[src/rtl/bmf_h_decode_pipe_pkg.sv]
`default_nettype none
// ============================================================================
// Module   : bmf_pkg
// Brief    : Shared BMF defaults, H row packing, popcount and saturating add.
// Revision : 1.0
// ============================================================================
package bmf_pkg;

  localparam int K_DEF = 3;
  localparam int M_DEF = 4;
  localparam int POP_W = 32;

  // Rows are packed low-first: row i lives at bits [i*M +: M].
  function automatic logic [K_DEF*M_DEF-1:0] h_pack(input logic [M_DEF-1:0] r0,
                                                    input logic [M_DEF-1:0] r1,
                                                    input logic [M_DEF-1:0] r2);
    return {r2, r1, r0};
  endfunction

  localparam logic [K_DEF*M_DEF-1:0] H_INIT_DEF = h_pack(4'b0011, 4'b0100, 4'b1000);

  function automatic logic [5:0] popcount(input logic [POP_W-1:0] v);
    logic [5:0] n;
    n = '0;
    for (int i = 0; i < POP_W; i++) n = n + 6'(v[i]);
    return n;
  endfunction

  // Clamps a + b at the all-ones value of a w-bit counter.
  function automatic logic [63:0] sat_add(input logic [63:0] a,
                                          input logic [63:0] b,
                                          input int unsigned w);
    logic [63:0] lim;
    logic [64:0] s;
    lim = (w >= 64) ? '1 : ((64'd1 << w) - 64'd1);
    s   = {1'b0, a} + {1'b0, b};
    if (s[64] || (s[63:0] > lim)) return lim;
    return s[63:0];
  endfunction

endpackage
`default_nettype wire

[src/rtl/bmf_h_decode_pipe_comb.sv]
`default_nettype none
// ============================================================================
// Module   : bmf_h_decode_comb
// Brief    : Combinational OR-AND product po = k (x) H over the Boolean semiring.
// Revision : 1.0
// ============================================================================
module bmf_h_decode_comb
  import bmf_pkg::*;
#(
  parameter int K = K_DEF,
  parameter int M = M_DEF
) (
  input  logic [K-1:0]   k_i,
  input  logic [K*M-1:0] h_i,
  output logic [M-1:0]   po_o
);

  always_comb begin
    po_o = '0;
    for (int j = 0; j < M; j++) begin
      for (int i = 0; i < K; i++) begin
        po_o[j] = po_o[j] | (k_i[i] & h_i[i*M + j]);
      end
    end
  end

endmodule
`default_nettype wire

[src/rtl/bmf_h_decode_pipe.sv]
`default_nettype none
// ============================================================================
// Module   : bmf_h_decode_pipe
// Brief    : Two-stage valid/ready H-decode pipe with error statistics.
// Revision : 1.0
// ============================================================================
module bmf_h_decode_pipe
  import bmf_pkg::*;
#(
  parameter int             K      = K_DEF,
  parameter int             M      = M_DEF,
  parameter logic [K*M-1:0] H_INIT = H_INIT_DEF,
  parameter int             CW     = 32
) (
  input  logic                                 clk,
  input  logic                                 rst,
  input  logic                                 in_valid,
  output logic                                 in_ready,
  input  logic [K-1:0]                         in_k,
  input  logic [M-1:0]                         in_exact,
  output logic                                 out_valid,
  input  logic                                 out_ready,
  output logic [M-1:0]                         out_po,
  output logic                                 out_err,
  input  logic                                 cfg_we,
  input  logic [((K > 1) ? $clog2(K) : 1)-1:0] cfg_row,
  input  logic [M-1:0]                         cfg_data,
  output logic                                 cfg_rej,
  input  logic                                 cnt_clr,
  output logic [CW-1:0]                        sample_cnt,
  output logic [CW-1:0]                        err_cnt,
  output logic [CW-1:0]                        hd_sum
);

  localparam int HDW = $clog2(M + 1);

  logic           s1_valid_q, s1_valid_d;
  logic [K-1:0]   s1_k_q, s1_k_d;
  logic [M-1:0]   s1_exact_q, s1_exact_d;
  logic           s2_valid_q, s2_valid_d;
  logic [M-1:0]   s2_po_q, s2_po_d;
  logic [M-1:0]   s2_exact_q, s2_exact_d;
  logic [HDW-1:0] s2_hd_q, s2_hd_d;
  logic [K*M-1:0] h_q, h_d;
  logic           cfg_rej_q, cfg_rej_d;
  logic [CW-1:0]  sample_q, sample_d;
  logic [CW-1:0]  err_q, err_d;
  logic [CW-1:0]  hd_q, hd_d;

  logic           s1_adv;
  logic           s2_adv;
  logic           fire;
  logic           row_ok;
  logic           cfg_ok;
  logic [M-1:0]   s1_po;

  bmf_h_decode_comb #(
    .K (K),
    .M (M)
  ) u_decode (
    .k_i  (s1_k_q),
    .h_i  (h_q),
    .po_o (s1_po)
  );

  assign s2_adv   = !s2_valid_q || out_ready;
  assign s1_adv   = !s1_valid_q || s2_adv;
  assign in_ready = s1_adv;
  assign fire     = s2_valid_q && out_ready;

  assign out_valid  = s2_valid_q;
  assign out_po     = s2_po_q;
  assign out_err    = (s2_po_q != s2_exact_q);
  assign cfg_rej    = cfg_rej_q;
  assign sample_cnt = sample_q;
  assign err_cnt    = err_q;
  assign hd_sum     = hd_q;

  // H may only change when nothing is in flight or about to enter.
  assign row_ok = (32'(cfg_row) < K);
  assign cfg_ok = cfg_we && row_ok && !s1_valid_q && !s2_valid_q && !in_valid;

  always_comb begin
    s1_valid_d = s1_valid_q;
    s1_k_d     = s1_k_q;
    s1_exact_d = s1_exact_q;
    if (s1_adv) begin
      s1_valid_d = in_valid;
      if (in_valid) begin
        s1_k_d     = in_k;
        s1_exact_d = in_exact;
      end
    end
  end

  always_comb begin
    s2_valid_d = s2_valid_q;
    s2_po_d    = s2_po_q;
    s2_exact_d = s2_exact_q;
    s2_hd_d    = s2_hd_q;
    if (s2_adv) begin
      s2_valid_d = s1_valid_q;
      if (s1_valid_q) begin
        s2_po_d    = s1_po;
        s2_exact_d = s1_exact_q;
        s2_hd_d    = HDW'(popcount(POP_W'(s1_po ^ s1_exact_q)));
      end
    end
  end

  always_comb begin
    h_d       = h_q;
    cfg_rej_d = cfg_we && !cfg_ok;
    for (int i = 0; i < K; i++) begin
      if (cfg_ok && (32'(cfg_row) == i)) h_d[i*M +: M] = cfg_data;
    end
  end

  // Clear wins over a coincident handshake; that beat still leaves the pipe.
  always_comb begin
    sample_d = sample_q;
    err_d    = err_q;
    hd_d     = hd_q;
    if (cnt_clr) begin
      sample_d = '0;
      err_d    = '0;
      hd_d     = '0;
    end else if (fire) begin
      sample_d = CW'(sat_add(64'(sample_q), 64'd1, CW));
      err_d    = CW'(sat_add(64'(err_q), 64'(out_err), CW));
      hd_d     = CW'(sat_add(64'(hd_q), 64'(s2_hd_q), CW));
    end
  end

  always_ff @(posedge clk or posedge rst) begin
    if (rst) begin
      s1_valid_q <= 1'b0;
      s1_k_q     <= '0;
      s1_exact_q <= '0;
      s2_valid_q <= 1'b0;
      s2_po_q    <= '0;
      s2_exact_q <= '0;
      s2_hd_q    <= '0;
      h_q        <= H_INIT;
      cfg_rej_q  <= 1'b0;
      sample_q   <= '0;
      err_q      <= '0;
      hd_q       <= '0;
    end else begin
      s1_valid_q <= s1_valid_d;
      s1_k_q     <= s1_k_d;
      s1_exact_q <= s1_exact_d;
      s2_valid_q <= s2_valid_d;
      s2_po_q    <= s2_po_d;
      s2_exact_q <= s2_exact_d;
      s2_hd_q    <= s2_hd_d;
      h_q        <= h_d;
      cfg_rej_q  <= cfg_rej_d;
      sample_q   <= sample_d;
      err_q      <= err_d;
      hd_q       <= hd_d;
    end
  end

endmodule
`default_nettype wire

[config.mk]
export PLATFORM = sky130hd
export DESIGN_NAME = bmf_h_decode_pipe
export DESIGN_NICKNAME = d
export VERILOG_FILES = /design/src/rtl/bmf_h_decode_pipe_pkg.sv /design/src/rtl/bmf_h_decode_pipe_comb.sv /design/src/rtl/bmf_h_decode_pipe.sv
export SDC_FILE = /design/constraint.sdc
export NUM_CORES = 1
export LEC_CHECK = 0
export ABC_AREA = 1
export CAP_MARGIN = 20
export CORE_MARGIN = 4
export CORE_UTILIZATION = 35
export CTS_BUF_LIST = sky130_fd_sc_hd__clkbuf_8
export CTS_CLUSTER_SIZE = 30
export DETAILED_ROUTE_END_ITERATION = 10
export HOLD_SLACK_MARGIN = 0.02
export SLEW_MARGIN = 25
export SYNTH_ARGS = -nofsm -noshare
export SYNTH_HDL_FRONTEND = slang
export SYNTH_SLANG_ARGS = --single-unit
[constraint.sdc]
create_clock -name clk -period 6.4 [get_ports clk]
set_input_delay 1.92 -clock clk [delete_from_list [all_inputs] [get_ports clk]]
set_output_delay 1.92 -clock clk [all_outputs]
set_load 0.05 [all_outputs]
==> results of run 1 <==
[report_power, final]
part | total, mW | internal (mW) | switching [mW]
clock | 0.710 | 0.331 | 0.380
combinational | 0.435 | 0.156 | 0.279
sequential | 0.946 | 0.890 | 0.0557
[routing by layer]
| metal | GRT usage | vias up | wire length (µm) |
|---|---|---|---|
| li1 | - | 3922 | - |
| met1 | 0.234 | 3610 | 10400 |
| met2 | 0.304 | 214 | 11100 |
| met3 | 0.0386 | 36 | 1250 |
| met4 | 0.0534 | 0 | 513 |
| met5 | 0 | - | 0 |
[through the flow]
| step | utilization | power [mW] | hold WS (ns) | setup slack [ns] | std cells |
|---|---|---|---|---|---|
| after global routing | 0.436 | 2.21 | 0.515 | 1.03 | 1601 |
| after CTS | 0.436 | 2.13 | 0.497 | 1.08 | 1601 |
| after global placement | 0.419 | 1.39 | 0.466 | 1.11 | 1569 |
| final | 0.436 | 2.09 | 0.489 | 1.07 | 1601 |
| after detailed placement | 0.419 | 1.41 | 0.474 | 1.09 | 1569 |
| after floorplan | - | 1.26 | 0.453 | 1.05 | 1153 |
[sequential cells by signal (all words and copies together) (netlist names), 3 cells and up]
register / cells
s2_exact_q: 4
hd_sum: 32
s1_k_q: 3
out_po: 4
err_cnt: 32
s1_exact_q: 4
s2_hd_q: 3
sample_cnt: 32
h_q: 12
[layout by cell type, fill, tap and decap left out, types with 3 or more instances in the layout]
cell             Yosys  final
xor2_1              48     48
nand2_2              7      7
nand3_2             28     28
xnor2_1              6      6
dfrtp_1            125    125
nor2_4               8     10
a21o_1              10     10
dfstp_2              4      4
buf_4                1      5
o21ai_0             70     70
a21oi_1             24     24
inv_6                0      8
ha_1                 9      9
nand2_1            392    392
mux2_2               7      7
nor3_1              38     38
o22ai_1             10     10
nor2_1              97     95
o21ai_1              9      9
clkbuf_8             0     18
nand4_1             18     18
nand3b_1             3      3
nand3_1             53     53
inv_1              126    125
clkdlybuf4s50_1      0    122
nor2_2               5      5
nor4_1               6      6
[Yosys cell counts (7+ instances only)]
cell and number:
a21o_1 10, a21oi_1 24, clkbuf_1 16, dfrtp_1 125, ha_1 9, inv_1 126
mux2_2 7, nand2_1 392, nand2_2 7, nand3_1 53, nand3_2 28, nand4_1 18
nor2_1 97, nor2_4 8, nor3_1 38, o21ai_0 70, o21ai_1 9, o22ai_1 10
xor2_1 48
[area by class of cell]
cell class,count,area share
Clock buffer,18,0.0243
Inverter,127,0.0475
Sequential cell,129,0.317
Multi-Input combinational cell,867,0.435
Timing Repair Buffer,127,0.123
Clock inverter,14,0.0139
Tap cell,319,0.0391
[path summary, 6_finish.rpt]
check	start	end	slack [ns]
max in group asynchronous	rst	err_cnt[23]$_DFFE_PP0P_	3.49
setup reg to reg	hd_sum[0]$_DFFE_PP0P_	hd_sum[9]$_DFFE_PP0P_	2.84
setup / recovery	out_ready	in_ready	1.07
hold / removal	s2_hd_q[2]$_DFFE_PP0P_	s2_hd_q[2]$_DFFE_PP0P_	0.49
min in group asynchronous	rst	hd_sum[20]$_DFFE_PP0P_	2.02
hold reg to reg	s2_hd_q[2]$_DFFE_PP0P_	s2_hd_q[2]$_DFFE_PP0P_	0.49
[critical path, cell delays in order]
cell	delay, ns
clkdlybuf4s50_1	0.48
inv_1	0.06
nand3_1	0.12
clkdlybuf4s50_1	0.83
[cell families (layout without fill, tap and decap cells)]
family	Yosys count	count (layout)
flops	129	129
buf+inv	157	286
fa+ha+maj	11	11
xor+xnor	54	54
compound gates	131	131
mux	7	7
simple gates	664	664
==> impl_summary.txt, run 1 <==
----------------------------------------------------
[Logic synthesis]
  Proportion of synthesized area in mux cells ... 0.00952
  Post-synthesis instance total ... around 1200
  Net count after synthesis ... approximately 1200
  Post-synthesis share of cell area spent on xor and xnor gates ... 0.0571
  Largest family of logic cells by synthesized area ... simple AND/OR/NAND/NOR gates
  Cell types with the largest area share after synthesis ... dfrtp_1, nand2_1, inv_1
  EDFF count, synth ... 0
  Dominant synthesized flop cell ... dfrtp_1
  Compound-gate portion of the synthesized area ... 0.0867
  Post-synthesis adder-cell area fraction ... 0.0184
  Flops & latches, synth ... between 100 and 150
  Cell variety after synth ... 43
  Mean area per synthesized cell ... slightly above 7 µm²
  Yosys warning total ... 0
  Biggest area consumer among synthesized cells ... dfrtp_1
  Post-synthesis sequential area ratio ... 0.390
  Synth top area share ... 0.378
  FFs w/ async S/R, synth ... 1.00
  Synth Area in Simple Gates ... 0.362
  Total standard cell area after synthesis ... around 8300 µm²

[Detailed routing]
  Total via count in the routed design ... 7782
  Avg Vias per Cell ... approximately 5
  Starting DRC count in detailed routing ... roughly 440
  Remaining DRCs ... 0
  DRT Pass-1 Iters ... 5
  Post-detailed-route wirelength per cell ... 14.5 µm
  Total Wirelength ... between 20 and 25 mm
  Antenna Violating Nets Remaining ... 0

[Clock network]
  Number of H-tree levels ... 4
  PostCTS Resize Cnt ... 0
  Number of buffers between clock root and the deepest sink ... 2
  Clock root buffer master ... clkbuf_8
  Number of buffers inserted during clock tree synthesis ... 17
  Setup fix buffers added after clock tree synthesis ... 0
  Insertion delay of the later-clocked pin in the worst-skew pair ... roughly 0.45 ns
  Clock tree from TritonCTS ... yes
  Clock sink count ... 129
  Clock Pin Slew Worst Setup and Hold Paths ... 0.08 ns
  Post-CTS Hold Fix Bufs ... 0

[Layout]
  Share of post-route cells with drive strength above 1 ... 0.0835
  Diodes inserted ... 0
  Storage cell area ... about 3200 µm²
  Total non-filler cell area in the finished layout ... about 10000 µm²
  Filler cells ... approximately 2400
  Multi-input gate area ... 4440 µm²
  Layout overhead on the synthesized area ... 23.2%
  Total number of nets in the final design ... around 1300

[Pwr]
  Static Leak ... about 4.8 nW
  Worst supply voltage drop on vdd ... 0.147 mV
  Cell Pwr Density ... 205 nW/µm²

[Placed design]
  Quantity of I/O buffers inserted on ports ... ~120
  DP Wirelength ... ~17 mm
  Area after detailed placement ... 9810 µm²
  GPL Wtd Cong ... between 0.9 and 1

[STA]
  Hold Fails Final Rpt ... 0
  Min Tclk post-route ... between 5 and 6 ns
  Achievable Freq ... ~190 MHz
  Final number of setup-violating endpoints ... 0
  Final slew viol count ... 0
  Final worst-path cycle share ... 0.832
  Final TNS setup ... 0 ns
  Tightest Pin Transition ... around 0.96 ns
  Normalized max-slew margin ... 0.359
  Setup skew after layout ... between 0.02 and 0.025 ns
  Setup repair after global routing missed its margin ... false

[Min path]
  Hold WC Path Type ... reg -> reg
  Worst hold stages ... 2

[Die]
  Die span in y ... ~160 µm
  Number of placement rows ... 56
  Die Outline Area ... approximately 26000 µm²
  Number of placed I/O pins ... between 100 and 150
  Placeable core area ... approximately 23000 µm²
  Die width ... between 150 and 200 µm
  Initial Utilization ... 0.354

[Global routing]
  Number of antenna violations at the first check in global routing ... 0
  Via count of the first global-routing pass ... a little under 8000
  Overall Global Routing Usage ... 0.180
  Total congestion overflow after global routing ... 0
  Maximum number of pins on one net before global-route repair ... 104
  Wire length of the first global-routing pass ... 38.9 mm

[Worst setup path]
  Crit. End Element ... primary output
  Data arrival time at the worst-slack endpoint ... 3.41 ns
  Category of the most critical setup path ... in -> out
  Maximum net fanout on the critical path ... 3
  Worst path required time ... roughly 4.5 ns
  Crit path launch type ... input port
  FF-to-FF path depth ... 12

[Outcome]
  Outcome ... completed

[Flow run]
  Reported max-cap violation count ... 0

----------------------------------------------------
No activity file was read; power rests on OpenSTA's default activity.
==> run 2, diff against run 1 <==
==> constraint.sdc (replaced) <==
create_clock -name clk -period 5.32 [get_ports clk]
set_input_delay 1.596 -clock clk [delete_from_list [all_inputs] [get_ports clk]]
set_output_delay 1.596 -clock clk [all_outputs]
set_load 0.05 [all_outputs]
==> impl_summary.txt, run 2 (synthesis gave the netlist of run 1 again) <==
----------------------------------------------------
[STA]
  Hold Worst Slack ... 0.492 ns (+0.00388 ns)
  Min Tclk post-route ... 4.66 ns
  Final number of setup-violating endpoints ... 0 (unchanged)
  PnR worst setup slack ... 0.664 ns (-0.409 ns)
  Tightest Pin Transition ... 0.980 ns (+0.0193 ns)
  Setup skew after layout ... 0.0120 ns (-0.00938 ns)
  Setup repair after global routing missed its margin ... false
  Final worst-path cycle share ... 0.875
  Final TNS setup ... 0 ns (unchanged)
  Normalized max-slew margin ... 0.346 (-0.0129)
  Final slew viol count ... 0 (unchanged)
  Achievable Freq ... about 210 MHz
  Hold Fails Final Rpt ... 0 (unchanged)

[Die]
  Die width ... 162 µm (unchanged)
  Die span in y ... 162 µm (unchanged)
  Number of placement rows ... 56 (unchanged)
  Number of placed I/O pins ... 123 (unchanged)
  Die Outline Area ... 26200 µm² (unchanged)
  Initial Utilization ... 0.354 (unchanged)
  Placeable core area ... 23400 µm² (unchanged)

[Worst setup path]
  Category of the most critical setup path ... in -> out
  Capture point of the critical path ... in_ready
  Data arrival time at the worst-slack endpoint ... 3.06 ns (-0.35 ns)
  Crit path largest cell delay ... 0.82 ns (about the same)
  Critical path's top delay family ... buffers and inverters
  Slowest library cell on the worst path ... clkdlybuf4s50_1
  Cell Chain, Critical Path ... clkdlybuf4s50_1, inv_1, nand3_1, clkdlybuf4s50_1
  Crit path launch type ... input port
  Worst flop-to-flop path endpoint ... sample_cnt[1]$_DFFE_PP0P_
  Launching instance or port of the critical path ... out_ready
  FF-to-FF path depth ... 15 (+3)
  Maximum net fanout on the critical path ... 3 (unchanged)
  Reg2reg start ... sample_cnt[1]$_DFFE_PP0P_
  R2R Setup Slk ... 2.08 ns (-0.76 ns)
  Total number of cells along the worst setup path ... 4 (unchanged)
  CP Buf/Inv Count ... 3 (unchanged)
  Dominant cell type by count on the critical path ... clkdlybuf4s50_1
  Crit. End Element ... primary output
  Worst path required time ... 3.72 ns (-0.76 ns)

[Clock network]
  Insertion delay of the later-clocked pin in the worst-skew pair ... 0.46 ns (about the same)
  Clock sink count ... 129 (unchanged)
  PostCTS Resize Cnt ... 0 (unchanged)
  Post-CTS Hold Fix Bufs ... 0 (unchanged)
  Setup fix buffers added after clock tree synthesis ... 0 (unchanged)
  Clock tree from TritonCTS ... yes
  Clock Pin Slew Worst Setup and Hold Paths ... 0.09 ns (about the same)
  Number of buffers inserted during clock tree synthesis ... 17 (unchanged)
  Number of buffers between clock root and the deepest sink ... 2 (unchanged)
  Clock root buffer master ... clkbuf_8
  Number of H-tree levels ... 4 (unchanged)

[Placed design]
  Cell count after placement ... 1571 (+0.13%)
  DP Wirelength ... 16.4 mm (-0.83%)
  Area after detailed placement ... 9830 µm² (+0.15%)
  Quantity of I/O buffers inserted on ports ... 122 (unchanged)
  Worst setup slack after placement ... 0.674 ns (-0.412 ns)
  GPL Wtd Cong ... 0.906 (-1.3%)

[Global routing]
  Met3 routing resource usage after global routing ... 0.0365 (-0.00203)
  Maximum number of pins on one net before global-route repair ... 99 (-4.8%)
  Met1 track utilization from global routing ... 0.234 (about the same)
  Via count of the first global-routing pass ... 7508 (-2.9%)
  GR Layer Usage met2 ... 0.300 (-0.00419)
  Most congested layer reported by global routing ... met2
  Total congestion overflow after global routing ... 0 (unchanged)
  Number of antenna violations at the first check in global routing ... 0 (unchanged)
  Wire length of the first global-routing pass ... 38.4 mm (-1.3%)
  Overall Global Routing Usage ... 0.179 (-0.00129)

[Layout]
  Highest-count cells in the layout ignoring fill and taps ... nand2_1, inv_1, dfrtp_1, clkdlybuf4s50_1, nor2_1
  Layout overhead on the synthesized area ... 23.5%
  Diodes inserted ... 0 (unchanged)
  Total non-filler cell area in the finished layout ... 10200 µm² (+0.25%)
  Share of the core filled with cells ... 0.437 (+0.00107)
  Total number of nets in the final design ... 1302 (+0.23%)
  Filler cells ... 2461 (+1.6%)
  Storage cell area ... 3230 µm² (unchanged)
  Non-filler instance count after layout ... 1604 (+0.19%)
  Multi-input gate area ... 4440 µm² (unchanged)
  Share of post-route cells with drive strength above 1 ... 0.0856 (+0.00214)
  Commonest non-fill, non-tap cell in the layout ... nand2_1

[Detailed routing]
  Antenna Violating Nets Remaining ... 0 (unchanged)
  DRT Pass-1 Iters ... 5 (unchanged)
  Total via count in the routed design ... 7819 (+0.48%)
  Starting DRC count in detailed routing ... 472 (+8.0%)
  Total Wirelength ... 23.2 mm (-0.15%)
  Avg Vias per Cell ... 4.87 (+0.29%)
  Post-detailed-route wirelength per cell ... 14.5 µm (-0.33%)
  Remaining DRCs ... 0 (unchanged)

[Pwr]
  Worst supply voltage drop on vdd ... 0.159 mV (+7.7%)
  Overall Power ... 2.48 mW (+19%)
  Static Leak ... 4.82 nW (+0.13%)
  Cell Pwr Density ... 243 nW/µm² (+18%)

[Min path]
  Hold WC Path Type ... reg -> reg

[Outcome]
  Outcome ... completed

[Flow run]
  Reported max-cap violation count ... 0 (unchanged)

----------------------------------------------------
-- run 2: power breakdown --
part	internal, mW	leakage, nW	total [mW]	switching [mW]
Sequential	1.07	1.74	1.14	0.0662
Combinational	0.188	2.89	0.518	0.330
Clock	0.346	0.184	0.829	0.483
Total	1.60	4.82	2.48	0.879
-- run 2: final cells by class --
type	instances	area share
Multi-Input combinational cell	867	0.434
Inverter	127	0.0471
Clock inverter	15	0.0137
Timing Repair Buffer	130	0.127
Tap cell	319	0.0390
Clock buffer	17	0.0229
Sequential cell	129	0.316
-- run 2: how the worst min path moves through the flow --
stage          depth (start not counted)                   start                endpoint
5_1_grt                                2      h_q[2]$_DFFE_PP0P_      h_q[2]$_DFFE_PP0P_
4_1_cts                                2      h_q[2]$_DFFE_PP0P_      h_q[2]$_DFFE_PP0P_
3_3_place_gp                           2     h_q[10]$_DFFE_PP0P_     h_q[10]$_DFFE_PP0P_
6_report                               2      h_q[2]$_DFFE_PP0P_      h_q[2]$_DFFE_PP0P_
3_5_place_dp                           2      h_q[2]$_DFFE_PP0P_      h_q[2]$_DFFE_PP0P_
2_1_floorplan                          2  s2_hd_q[0]$_DFFE_PP0P_  s2_hd_q[0]$_DFFE_PP0P_
-- run 2: tightest hold or removal path: cells and delay by family, from the launching register on --
family | cells | cell delay [ns]
flip-flops | 1 | 0.35
AND/OR/NAND/NOR | 1 | 0.05
AO/OA/AOI/OAI | 1 | 0.06
-- run 2: routing by layer --
| metal | up-vias | share of wire |
|---|---|---|
| met5 | - | 0 |
| met4 | 0 | 0.016 |
| met3 | 19 | 0.048 |
| met2 | 167 | 0.48 |
| met1 | 3701 | 0.45 |
| li1 | 3932 | - |
==> run 3, diff against run 2 <==
--- a/config.mk
+++ b/config.mk
@@ -13,6 +13,7 @@
 export CTS_CLUSTER_SIZE = 30
 export DETAILED_ROUTE_END_ITERATION = 10
 export HOLD_SLACK_MARGIN = 0.02
+export PLACE_DENSITY = 0.62
 export SLEW_MARGIN = 25
 export SYNTH_ARGS = -nofsm -noshare
 export SYNTH_HDL_FRONTEND = slang
==> impl_summary.txt, run 3 (synthesis gave the netlist of run 1 again) <==
----------------------------------------------------
[Die]
  Die width ... 162 µm (unchanged)
  Initial Utilization ... 0.354 (unchanged)
  Number of placement rows ... 56 (unchanged)
  Number of placed I/O pins ... 123 (unchanged)
  Placeable core area ... 23400 µm² (unchanged)
  Die span in y ... 162 µm (unchanged)
  Die Outline Area ... 26200 µm² (unchanged)

[Pwr]
  Net Sw Frac ... 0.349 (-0.00482)
  Internal power ... 1.65 mW (+2.9%)
  Gate power share ... 0.204 (-0.004)
  Static Leak ... 4.83 nW (+0.22%)
  Cell Pwr Density ... 248 nW/µm² (+2.1%)
  Switching power ... 0.886 mW (+0.79%)
  Part of the total power dissipated in the clock network ... 0.347 (+0.013)
  Relative contribution of sequential cells to total power ... 0.449 (-0.009)
  Worst supply voltage drop on vdd ... 0.190 mV (+20%)

[Layout]
  Diodes inserted ... 0 (unchanged)
  Layout overhead on the synthesized area ... 23.6% (about the same)
  Share of post-route cells with drive strength above 1 ... 0.0849 (-0.000712)
  Commonest non-fill, non-tap cell in the layout ... nand2_1
  Total number of nets in the final design ... 1301 (-0.077%)
  Non-filler instance count after layout ... 1603 (-0.062%)
  Highest-count cells in the layout ignoring fill and taps ... nand2_1, inv_1, dfrtp_1, clkdlybuf4s50_1, nor2_1

[Clock network]
  PostCTS Resize Cnt ... 0 (unchanged)
  Post-CTS Hold Fix Bufs ... 0 (unchanged)
  Clock sink count ... 129 (unchanged)
  Insertion delay of the later-clocked pin in the worst-skew pair ... 0.46 ns (about the same)
  Number of buffers between clock root and the deepest sink ... 2 (unchanged)
  Setup fix buffers added after clock tree synthesis ... 0 (unchanged)
  Clock Pin Slew Worst Setup and Hold Paths ... 0.10 ns (about the same)
  Number of H-tree levels ... 4 (unchanged)
  Clock root buffer master ... clkbuf_8
  Number of buffers inserted during clock tree synthesis ... 17 (unchanged)
  Clock tree from TritonCTS ... yes

[Worst setup path]
  FF-to-FF path depth ... 15 (unchanged)
  Data arrival time at the worst-slack endpoint ... 3.06 ns (about the same)
  Crit. End Element ... primary output
  Category of the most critical setup path ... in -> out
  Cell Chain, Critical Path ... clkdlybuf4s50_1, inv_1, nand3_1, clkdlybuf4s50_1
  R2R Setup Slk ... 1.99 ns (-0.09 ns)
  Worst path required time ... 3.72 ns (about the same)
  CP Buf/Inv Count ... 3 (unchanged)
  Total number of cells along the worst setup path ... 4 (unchanged)
  Maximum net fanout on the critical path ... 3 (unchanged)
  Crit path largest cell delay ... 0.82 ns (about the same)
  Slowest library cell on the worst path ... clkdlybuf4s50_1
  Critical path's top delay family ... buffers and inverters
  Dominant cell type by count on the critical path ... clkdlybuf4s50_1
  Crit path launch type ... input port

[Global routing]
  Wire length of the first global-routing pass ... 38.7 mm (+0.74%)
  Via count of the first global-routing pass ... 7640 (+1.8%)
  Maximum number of pins on one net before global-route repair ... 73 (-26%)
  Total congestion overflow after global routing ... 0 (unchanged)
  Overall Global Routing Usage ... 0.180 (+0.000789)
  Number of antenna violations at the first check in global routing ... 0 (unchanged)

[STA]
  Setup repair after global routing missed its margin ... false
  Hold Worst Slack ... 0.494 ns (+0.00152 ns)
  Final TNS setup ... 0 ns (unchanged)
  Min Tclk post-route ... 4.66 ns (+0.00121 ns)
  Tightest Pin Transition ... 0.985 ns (+0.00487 ns)
  Hold Fails Final Rpt ... 0 (unchanged)
  Achievable Freq ... 215 MHz (about the same)
  Setup skew after layout ... 0.0136 ns (+0.00160 ns)
  Final number of setup-violating endpoints ... 0 (unchanged)
  Normalized max-slew margin ... 0.343 (-0.00325)
  Final worst-path cycle share ... 0.875 (about the same)
  Final slew viol count ... 0 (unchanged)

[Detailed routing]
  Total Wirelength ... 23.0 mm (-0.63%)
  Post-detailed-route wirelength per cell ... 14.4 µm (-0.57%)
  Total via count in the routed design ... 7858 (+0.50%)
  Antenna Violating Nets Remaining ... 0 (unchanged)
  Remaining DRCs ... 0 (unchanged)
  DRT Pass-1 Iters ... 5 (unchanged)
  Avg Vias per Cell ... 4.90 (+0.56%)
  Starting DRC count in detailed routing ... 553 (+17%)

[Outcome]
  Outcome ... completed

[Placed design]
  GPL Wtd Cong ... 0.904 (-0.26%)
  Cell count after placement ... 1571 (unchanged)
  DP Wirelength ... 16.3 mm (-0.35%)
  Quantity of I/O buffers inserted on ports ... 122 (unchanged)

[Min path]
  Worst hold stages ... 2 (unchanged)
  Hold WC Path Type ... reg -> reg

[Flow run]
  Reported max-cap violation count ... 0 (unchanged)

----------------------------------------------------
==> run 3: changes by cell type in the layout (fill, tap and decap cells not counted) <==
cell | previous run | this run
inv_6 | 7 | 4
clkinvlp_4 | 3 | 1
buf_12 | 0 | 1
buf_16 | 1 | 0
buf_4 | 7 | 6
bufinv_16 | 0 | 1
clkinv_2 | 0 | 1
clkinv_4 | 1 | 2
inv_4 | 0 | 1
inv_8 | 5 | 6
==> run 3: area by class of cell <==
type / count / area, µm²
Tap cell: 319 / 399
Clock buffer: 17 / 234
Sequential cell: 129 / 3230
Timing Repair Buffer: 129 / 1290
Fill cell: 2424 / 13200
Multi-Input combinational cell: 867 / 4440
Inverter: 127 / 479
Clock inverter: 15 / 163
==> run 3: tightest hold or removal path: stages, from the launching register on <==
cell and delay [ns]:
dfrtp_1 0.36, nand2_1 0.05, o21ai_0 0.06
==> run 3: power groups by stage <==
| stage | Clock (mW) | Sequential [mW] | Combinational, mW |
|---|---|---|---|
| 3_3_place_gp | 0 | 1.16 | 0.520 |
| 5_1_grt | 0.948 | 1.15 | 0.592 |
| 2_1_floorplan | 0 | 1.23 | 0.282 |
| 3_5_place_dp | 0 | 1.16 | 0.529 |
| 4_1_cts | 0.908 | 1.14 | 0.532 |
| 6_report | 0.880 | 1.14 | 0.518 |
==> run 3: metal layers <==
metal | GRT usage | up-vias | share of wire
met1 | 0.234 | 3718 | 0.45
met3 | 0.0373 | 28 | 0.049
met2 | 0.305 | 181 | 0.48
met4 | 0.0492 | 0 | 0.019
li1 | - | 3931 | -
met5 | 0 | - | 0
==> run 3: worst paths after layout <==
check / start / end
max in group asynchronous: rst / sample_cnt[14]$_DFFE_PP0P_
min reg2reg: h_q[7]$_DFFE_PP0P_ / h_q[7]$_DFFE_PP0P_
min in group asynchronous: rst / hd_sum[18]$_DFFE_PP0P_
max reg2reg: sample_cnt[0]$_DFFE_PP0P_ / sample_cnt[13]$_DFFE_PP0P_
min: h_q[7]$_DFFE_PP0P_ / h_q[7]$_DFFE_PP0P_
max: out_ready / in_ready
==> run 3: metrics by stage <==
stage / utilization / area (µm²) / total power [mW] / setup slack [ns]
CTS: 0.437 / 10200 / 2.58 / 0.667
finish: 0.437 / 10200 / 2.54 / 0.663
global placement: 0.420 / 9840 / 1.68 / 0.689
floorplan: - / 8280 / 1.51 / 0.290
global route: 0.437 / 10200 / 2.69 / 0.599
detailed placement: 0.420 / 9840 / 1.69 / 0.677
